### config.mk
export PLATFORM = sky130hd
export DESIGN_NAME = mem_access_seq
export DESIGN_NICKNAME = d
export VERILOG_FILES = /design/src/rtl/mem_access_seq_pkg.sv /design/src/rtl/mem_access_seq_lane.sv /design/src/rtl/mem_access_seq.sv
export SDC_FILE = /design/constraint.sdc
export NUM_CORES = 1
export LEC_CHECK = 0
export ABC_AREA = 0
export CORE_AREA = 2 2 91 93
export CTS_CLUSTER_DIAMETER = 40
export DETAILED_ROUTE_END_ITERATION = 10
export DIE_AREA = 0 0 93 95
export PLACE_DENSITY = 0.74
export SLEW_MARGIN = 10
export SYNTH_ARGS = -nofsm -noshare
export SYNTH_HDL_FRONTEND = slang
export SYNTH_SLANG_ARGS = --single-unit
### constraint.sdc
create_clock -name clk_i -period 1.85 [get_ports clk_i]
set_input_delay 0.37 -clock clk_i [delete_from_list [all_inputs] [get_ports clk_i]]
set_output_delay 0.37 -clock clk_i [all_outputs]
set_load 0.05 [all_outputs]
### src/rtl/mem_access_seq_pkg.sv
// Shared types and helpers for the memory access micro-sequencer.
// Holds the sequencer state encoding and the byte-lane one-hot helper.
package mem_access_seq_pkg;

    typedef enum logic [2:0] {
        IDLE,
        IND,
        RD,
        WR,
        RESP
    } mem_seq_state_t;

    // Widest lane mask the helper can produce; callers cast down to BYTES.
    localparam int unsigned MAX_BYTES = 64;

    function automatic logic [MAX_BYTES-1:0] lane_onehot(input int unsigned lsb);
        return MAX_BYTES'(1) << lsb;
    endfunction

endpackage

### src/rtl/mem_access_seq_lane.sv
// Combinational byte-lane helpers: address alignment, lane extract, byte replicate, byte enables.
// Ports: addr_i/rdata_i/wbyte_i in; aligned_o, lane_rdata_o, repl_o, be_o out.
module mem_byte_lane
    import mem_access_seq_pkg::*;
#(
    parameter int ADDR_W = 16,
    parameter int DATA_W = 16,
    localparam int BYTES = DATA_W / 8,
    localparam int LSB_W = $clog2(BYTES)
) (
    input  logic [ADDR_W-1:0] addr_i,
    input  logic [DATA_W-1:0] rdata_i,
    input  logic [7:0]        wbyte_i,
    output logic [ADDR_W-1:0] aligned_o,
    output logic [DATA_W-1:0] lane_rdata_o,
    output logic [DATA_W-1:0] repl_o,
    output logic [BYTES-1:0]  be_o
);

    logic [LSB_W-1:0] lsb;

    assign lsb = addr_i[LSB_W-1:0];

    assign aligned_o = {addr_i[ADDR_W-1:LSB_W], LSB_W'(0)};

    // Shift the addressed lane down to bit 0, keep 8 bits, zero-extend.
    assign lane_rdata_o = DATA_W'(8'(rdata_i >> {lsb, 3'b000}));

    assign repl_o = {BYTES{wbyte_i}};

    assign be_o = BYTES'(lane_onehot(32'(lsb)));

endmodule

### src/rtl/mem_access_seq.sv
// Memory micro-sequencer: one load/store per request, optional pointer indirection,
// word/byte access with lane masking, per-beat timeout, one-cycle response pulse.
// Ports: clk_i, reset_i (sync, high); req_* request side; resp_* response side;
// mem_* memory port (strobes held until mem_resp_i).
module mem_access_seq
    import mem_access_seq_pkg::*;
#(
    parameter int ADDR_W  = 16,
    parameter int DATA_W  = 16,
    parameter int MAX_IND = 1,
    parameter int TIMEOUT = 255,
    localparam int BYTES  = DATA_W / 8,
    localparam int IND_W  = (MAX_IND > 0) ? $clog2(MAX_IND + 1) : 1
) (
    input  logic              clk_i,
    input  logic              reset_i,
    input  logic              req_valid_i,
    output logic              req_ready_o,
    input  logic              req_write_i,
    input  logic              req_byte_i,
    input  logic [IND_W-1:0]  req_ind_i,
    input  logic [ADDR_W-1:0] req_addr_i,
    input  logic [DATA_W-1:0] req_wdata_i,
    output logic              resp_valid_o,
    output logic [DATA_W-1:0] resp_rdata_o,
    output logic              resp_err_o,
    output logic              mem_read_o,
    output logic              mem_write_o,
    output logic [ADDR_W-1:0] mem_address_o,
    output logic [DATA_W-1:0] mem_wdata_o,
    output logic [BYTES-1:0]  mem_byte_enable_o,
    input  logic              mem_resp_i,
    input  logic [DATA_W-1:0] mem_rdata_i
);

    localparam int CNT_W = (TIMEOUT > 1) ? $clog2(TIMEOUT) : 1;
    localparam logic [CNT_W-1:0] CNT_LAST = CNT_W'((TIMEOUT > 0) ? TIMEOUT - 1 : 0);
    localparam bit TMO_EN = (TIMEOUT > 0);

    mem_seq_state_t    state_q, state_d;
    logic [IND_W-1:0]  ind_q, ind_d;
    logic [CNT_W-1:0]  cnt_q, cnt_d;
    logic [ADDR_W-1:0] ptr_q, ptr_d;
    logic              write_q, write_d;
    logic              byte_q, byte_d;
    logic [DATA_W-1:0] wdata_q, wdata_d;
    logic [DATA_W-1:0] rdata_q, rdata_d;
    logic              err_q, err_d;

    logic [ADDR_W-1:0] aligned;
    logic [DATA_W-1:0] lane_rdata;
    logic [DATA_W-1:0] repl;
    logic [BYTES-1:0]  be;
    logic [IND_W-1:0]  ind_clamp;
    logic              tmo;

    mem_byte_lane #(
        .ADDR_W(ADDR_W),
        .DATA_W(DATA_W)
    ) u_lane (
        .addr_i       (ptr_q),
        .rdata_i      (mem_rdata_i),
        .wbyte_i      (wdata_q[7:0]),
        .aligned_o    (aligned),
        .lane_rdata_o (lane_rdata),
        .repl_o       (repl),
        .be_o         (be)
    );

    assign ind_clamp = (req_ind_i > IND_W'(MAX_IND)) ? IND_W'(MAX_IND) : req_ind_i;

    // Last allowed wait cycle of a beat with no completion; mem_resp wins a tie.
    assign tmo = TMO_EN && (cnt_q == CNT_LAST) && !mem_resp_i;

    always_ff @(posedge clk_i) begin
        if (reset_i) begin
            state_q <= IDLE;
            ind_q   <= '0;
            cnt_q   <= '0;
            ptr_q   <= '0;
            write_q <= 1'b0;
            byte_q  <= 1'b0;
            wdata_q <= '0;
            rdata_q <= '0;
            err_q   <= 1'b0;
        end else begin
            state_q <= state_d;
            ind_q   <= ind_d;
            cnt_q   <= cnt_d;
            ptr_q   <= ptr_d;
            write_q <= write_d;
            byte_q  <= byte_d;
            wdata_q <= wdata_d;
            rdata_q <= rdata_d;
            err_q   <= err_d;
        end
    end

    always_comb begin
        state_d = state_q;
        ind_d   = ind_q;
        cnt_d   = cnt_q;
        ptr_d   = ptr_q;
        write_d = write_q;
        byte_d  = byte_q;
        wdata_d = wdata_q;
        rdata_d = rdata_q;
        err_d   = err_q;
        unique case (state_q)
            IDLE: begin
                if (req_valid_i) begin
                    ind_d   = ind_clamp;
                    ptr_d   = req_addr_i;
                    write_d = req_write_i;
                    byte_d  = req_byte_i;
                    wdata_d = req_wdata_i;
                    rdata_d = '0;
                    err_d   = 1'b0;
                    cnt_d   = '0;
                    if (ind_clamp != '0) begin
                        state_d = IND;
                    end else if (req_write_i) begin
                        state_d = WR;
                    end else begin
                        state_d = RD;
                    end
                end
            end
            IND: begin
                if (mem_resp_i) begin
                    ptr_d = ADDR_W'(mem_rdata_i);
                    ind_d = ind_q - IND_W'(1);
                    cnt_d = '0;
                    if (ind_q == IND_W'(1)) begin
                        state_d = write_q ? WR : RD;
                    end
                end else if (tmo) begin
                    err_d   = 1'b1;
                    rdata_d = '0;
                    state_d = RESP;
                end else begin
                    cnt_d = cnt_q + CNT_W'(1);
                end
            end
            RD: begin
                if (mem_resp_i) begin
                    rdata_d = byte_q ? lane_rdata : mem_rdata_i;
                    state_d = RESP;
                end else if (tmo) begin
                    err_d   = 1'b1;
                    rdata_d = '0;
                    state_d = RESP;
                end else begin
                    cnt_d = cnt_q + CNT_W'(1);
                end
            end
            WR: begin
                if (mem_resp_i) begin
                    state_d = RESP;
                end else if (tmo) begin
                    err_d   = 1'b1;
                    rdata_d = '0;
                    state_d = RESP;
                end else begin
                    cnt_d = cnt_q + CNT_W'(1);
                end
            end
            RESP: begin
                state_d = IDLE;
            end
            default: begin
                state_d = IDLE;
            end
        endcase
    end

    always_comb begin
        req_ready_o       = (state_q == IDLE);
        resp_valid_o      = (state_q == RESP);
        resp_err_o        = (state_q == RESP) && err_q;
        resp_rdata_o      = (state_q == RESP) ? rdata_q : '0;
        mem_read_o        = (state_q == IND) || (state_q == RD);
        mem_write_o       = (state_q == WR);
        mem_address_o     = aligned;
        mem_wdata_o       = byte_q ? repl : wdata_q;
        mem_byte_enable_o = '1;
        // Only the final byte beat uses the unaligned address; pointers are word reads.
        if (byte_q && ((state_q == RD) || (state_q == WR))) begin
            mem_address_o = ptr_q;
        end
        if (byte_q && (state_q == WR)) begin
            mem_byte_enable_o = be;
        end
    end

endmodule
==> impl_metrics.env <==
export IMPL_clk_latency_ps=330
export IMPL_fin_area_um2=4791
export IMPL_met1Wirelength_um=3897
export IMPL_fin_nets=521
export IMPL_gp_routability_congestion=0.8431
export IMPL_clkTransAtPathRegs_ps=70
export IMPL_core_area_um2=7928
export IMPL_num_io_pins=110
export IMPL_outcome="finished, final reports clean"
export IMPL_drive_gt1_share_pct=29.21
export IMPL_grt_max_degree=33
export IMPL_grt_setup_unrepaired="true"
export IMPL_power_static_leakage_nw=1.911
export IMPL_cp_end_kind="output port"
export IMPL_place_detailed_hpwl_um=6576
export IMPL_power_ir_vdd_worst_mv=0.6279
export IMPL_dr_pass1_iters=6
export IMPL_clock_tree_from_tritoncts="done"
export IMPL_ys_flop_type="sky130_fd_sc_hd__dfxtp_1"
export IMPL_tightest_slew_ps=505.3
export IMPL_dr_wl_met3_um=403
export IMPL_count_of_endpoints_failing_setup_in_the_final_report=0
export IMPL_track_usage_pct=19.66
export IMPL_mappedNetlistArea_um2=3049
export IMPL_timing_hold_violations_final=0
export IMPL_postSynthCellCount=351
export IMPL_cts_root_buffer_cell="sky130_fd_sc_hd__clkbuf_8"
export IMPL_yosysUniqueCellTypes=44
export IMPL_clock_skew_ps=9.186
export IMPL_detailroute_via_count=2950
export IMPL_met2_wirelength_um=4244
export IMPL_grt_antenna_before_repair=0
export IMPL_worstSetupStartpointType="flip-flop"
export IMPL_chipHeight_um=95
export IMPL_detail_route_wl_per_cell_um=15.20
export IMPL_area_growth_pct=57.12
export IMPL_syn_nets=408
export IMPL_vias_per_cell=5.139
export IMPL_fmaxAchievable_ghz=0.5482
export IMPL_postSynth_asyncResetShare_pct=0
export IMPL_grt_pass1_wl_um=13860
export IMPL_crit_type="reg -> out"
export IMPL_port_buffers=109
export IMPL_mean_instance_size_in_the_synthesized_netlist_um2=8.687
export IMPL_antenna_cells=0
export IMPL_via_count_of_the_first_global_routing_pass=2850
export IMPL_dr_max_layer_used="met4"
export IMPL_drt_wl_total_um=8723
export IMPL_post_place_ws_ps=-270.8
export IMPL_die_area_um2=8835
export IMPL_floorplan_initialDensity_pct=38.46
export IMPL_synth_warning_count=0
export IMPL_power_density_nw_per_um2=961.5
export IMPL_drv_slew=0
export IMPL_crit_required_ps=1480
export IMPL_hp_class="reg -> reg"
export IMPL_cts_sinks=63
export IMPL_fillCellCount=682
export IMPL_cts_inserted_buffers=9
export IMPL_ys_seq_elements=63
export IMPL_timing_max_cap_violations=0
export IMPL_synth_edf_count=0
export IMPL_worst_endpoint_arrival_ps=1450
export IMPL_relative_max_transition_margin_pct=66.26
export IMPL_post_route_period_util_pct=98.61
export IMPL_first_iter_violations=104
export IMPL_critical_path_max_fanout=18
export IMPL_cts_max_level=3
export IMPL_cts_path_max_buffers=2
export IMPL_placed_area_um2=4547
export IMPL_route_detailed_drc=0
export IMPL_chipWidth_um=93
export IMPL_drt_antenna_violating_nets=0
export IMPL_final_period_minus_worst_setup_slack_ps=1824
export IMPL_grt_overflow_total=0
export IMPL_synth_seq_area_share_pct=41.36
export IMPL_utilization_pct=60.43
export IMPL_setup_ws_ps=25.74
export IMPL_site_rows=33
==> worst max-delay path, cell delays in order (launching register included) <==
cell and delay, ps:
sky130_fd_sc_hd__dfxtp_4 400, sky130_fd_sc_hd__nor3b_2 200, sky130_fd_sc_hd__buf_6 180, sky130_fd_sc_hd__and2_1 190, sky130_fd_sc_hd__buf_12 150
==> cells in the final DEF, fill, tap and decap left out, types with 5 or more instances in the layout <==
cell type | synthesis | final
sky130_fd_sc_hd__a211oi_1 | 17 | 17
sky130_fd_sc_hd__a21oi_1 | 37 | 37
sky130_fd_sc_hd__a31o_2 | 10 | 10
sky130_fd_sc_hd__a32o_1 | 8 | 8
sky130_fd_sc_hd__and2_1 | 19 | 5
sky130_fd_sc_hd__and2_2 | 0 | 9
sky130_fd_sc_hd__and2_4 | 1 | 6
sky130_fd_sc_hd__buf_12 | 0 | 28
sky130_fd_sc_hd__buf_4 | 12 | 43
sky130_fd_sc_hd__clkbuf_8 | 0 | 9
sky130_fd_sc_hd__clkdlybuf4s50_1 | 0 | 53
sky130_fd_sc_hd__dfxtp_1 | 63 | 59
sky130_fd_sc_hd__dlygate4sd2_1 | 0 | 8
sky130_fd_sc_hd__inv_1 | 8 | 8
sky130_fd_sc_hd__mux2_2 | 8 | 8
sky130_fd_sc_hd__mux2i_1 | 16 | 16
sky130_fd_sc_hd__nand2_1 | 51 | 50
sky130_fd_sc_hd__nand3_1 | 12 | 11
sky130_fd_sc_hd__nor2_1 | 19 | 19
sky130_fd_sc_hd__nor3_1 | 5 | 5
==> synthesized netlist by cell type, types with 2 or more instances <==
cell type	count	area share (%)
sky130_fd_sc_hd__mux2i_1	16	5.3
sky130_fd_sc_hd__or3_1	2	0.41
sky130_fd_sc_hd__nor3b_1	3	0.74
sky130_fd_sc_hd__a21oi_1	37	6.1
sky130_fd_sc_hd__and2_1	19	3.9
sky130_fd_sc_hd__a32o_1	8	2.6
sky130_fd_sc_hd__o21ai_0	3	0.49
sky130_fd_sc_hd__nand3b_1	3	0.74
sky130_fd_sc_hd__nand4_1	3	0.62
sky130_fd_sc_hd__ha_1	2	0.82
sky130_fd_sc_hd__nand2b_1	3	0.62
sky130_fd_sc_hd__buf_4	12	3.0
sky130_fd_sc_hd__nor2_1	19	2.3
sky130_fd_sc_hd__inv_1	8	0.98
sky130_fd_sc_hd__dfxtp_1	63	41
sky130_fd_sc_hd__mux2_2	8	3.0
sky130_fd_sc_hd__buf_6	2	0.74
sky130_fd_sc_hd__buf_2	5	0.82
sky130_fd_sc_hd__o31ai_1	3	0.74
sky130_fd_sc_hd__nand2_1	51	6.3
sky130_fd_sc_hd__a211oi_1	17	4.2
sky130_fd_sc_hd__clkbuf_1	15	1.8
sky130_fd_sc_hd__a31o_2	10	2.9
sky130_fd_sc_hd__or4_1	3	0.74
sky130_fd_sc_hd__nor3_1	5	0.82
sky130_fd_sc_hd__nand3_1	12	2.0
sky130_fd_sc_hd__nand4b_1	2	0.57
==> where the power goes <==
group          leakage (nW)  internal [mW]  switching [mW]
clock network        0.0992          0.623           0.548
registers             0.517           1.52           0.118
logic                  1.29          0.730            1.07
==> kinds of logic after synthesis <==
group | synth area share, %
flip-flops | 41.36
XOR/XNOR | 0.2873
AO/OA/AOI/OAI | 20.31
buffers and inverters | 7.345
multiplexers | 8.207
adder cells (fa/ha/maj) | 0.8205
AND/OR/NAND/NOR | 21.67
==> worst paths after layout <==
check,start,endpoint,slack (ps),depth (start not counted)
setup / recovery,state_q[0]$_SDFFE_PP0P_,resp_rdata_o[0],30,4
hold / removal,write_q$_SDFFE_PP0P_,write_q$_SDFFE_PP0P_,460,2
setup reg to reg,cnt_q[1]$_SDFFE_PP0P_,rdata_q[15]$_SDFFE_PP0P_,160,6
hold reg to reg,write_q$_SDFFE_PP0P_,write_q$_SDFFE_PP0P_,460,2
==> layout make-up <==
cell class / instances / area (um2) / share of cell area (%)
tap: 105 / 131.4 / 2.742
clock buffer: 9 / 123.9 / 2.586
clock inverter: 7 / 73.82 / 1.541
timing repair buffer: 136 / 1531 / 31.97
multi-input combinational: 246 / 1632 / 34.06
inverter: 8 / 30.03 / 0.6268
sequential: 63 / 1269 / 26.48
==> per-stage QoR <==
step	TNS, ps	std cells	hold WS [ps]	power (mW)
floorplan	-151.5	351	431.2	2.798
global placement	-7731	556	441.2	3.430
detailed placement	-8953	556	449.1	3.465
CTS	-8.419	573	461.9	4.636
global route	-534.8	574	484.6	4.850
finish	0	574	458.0	4.607
==> repair_timing <==
action,in CTS,in global routing
buffers inserted,1,1
pin swaps,0,4
resized for setup,17,7
setup endpoints to repair,29,32
gates cloned,0,0
hold buffers,0,0
==> sequential cells by signal (all words and copies together), names as in the netlist <==
signal	count
byte_q	1
write_q	1
rdata_q	16
state_q	3
ind_q	1
wdata_q	16
cnt_q	8
ptr_q	16
err_q	1
==> per-layer routing <==
metal | vias up | global-route usage, %
met4 | 0 | 8.578
li1 | 1475 | -
met3 | 16 | 3.591
met5 | - | 0
met1 | 1376 | 25.14
met2 | 83 | 32.55
Note: power is estimated with default switching activity, not from simulation.
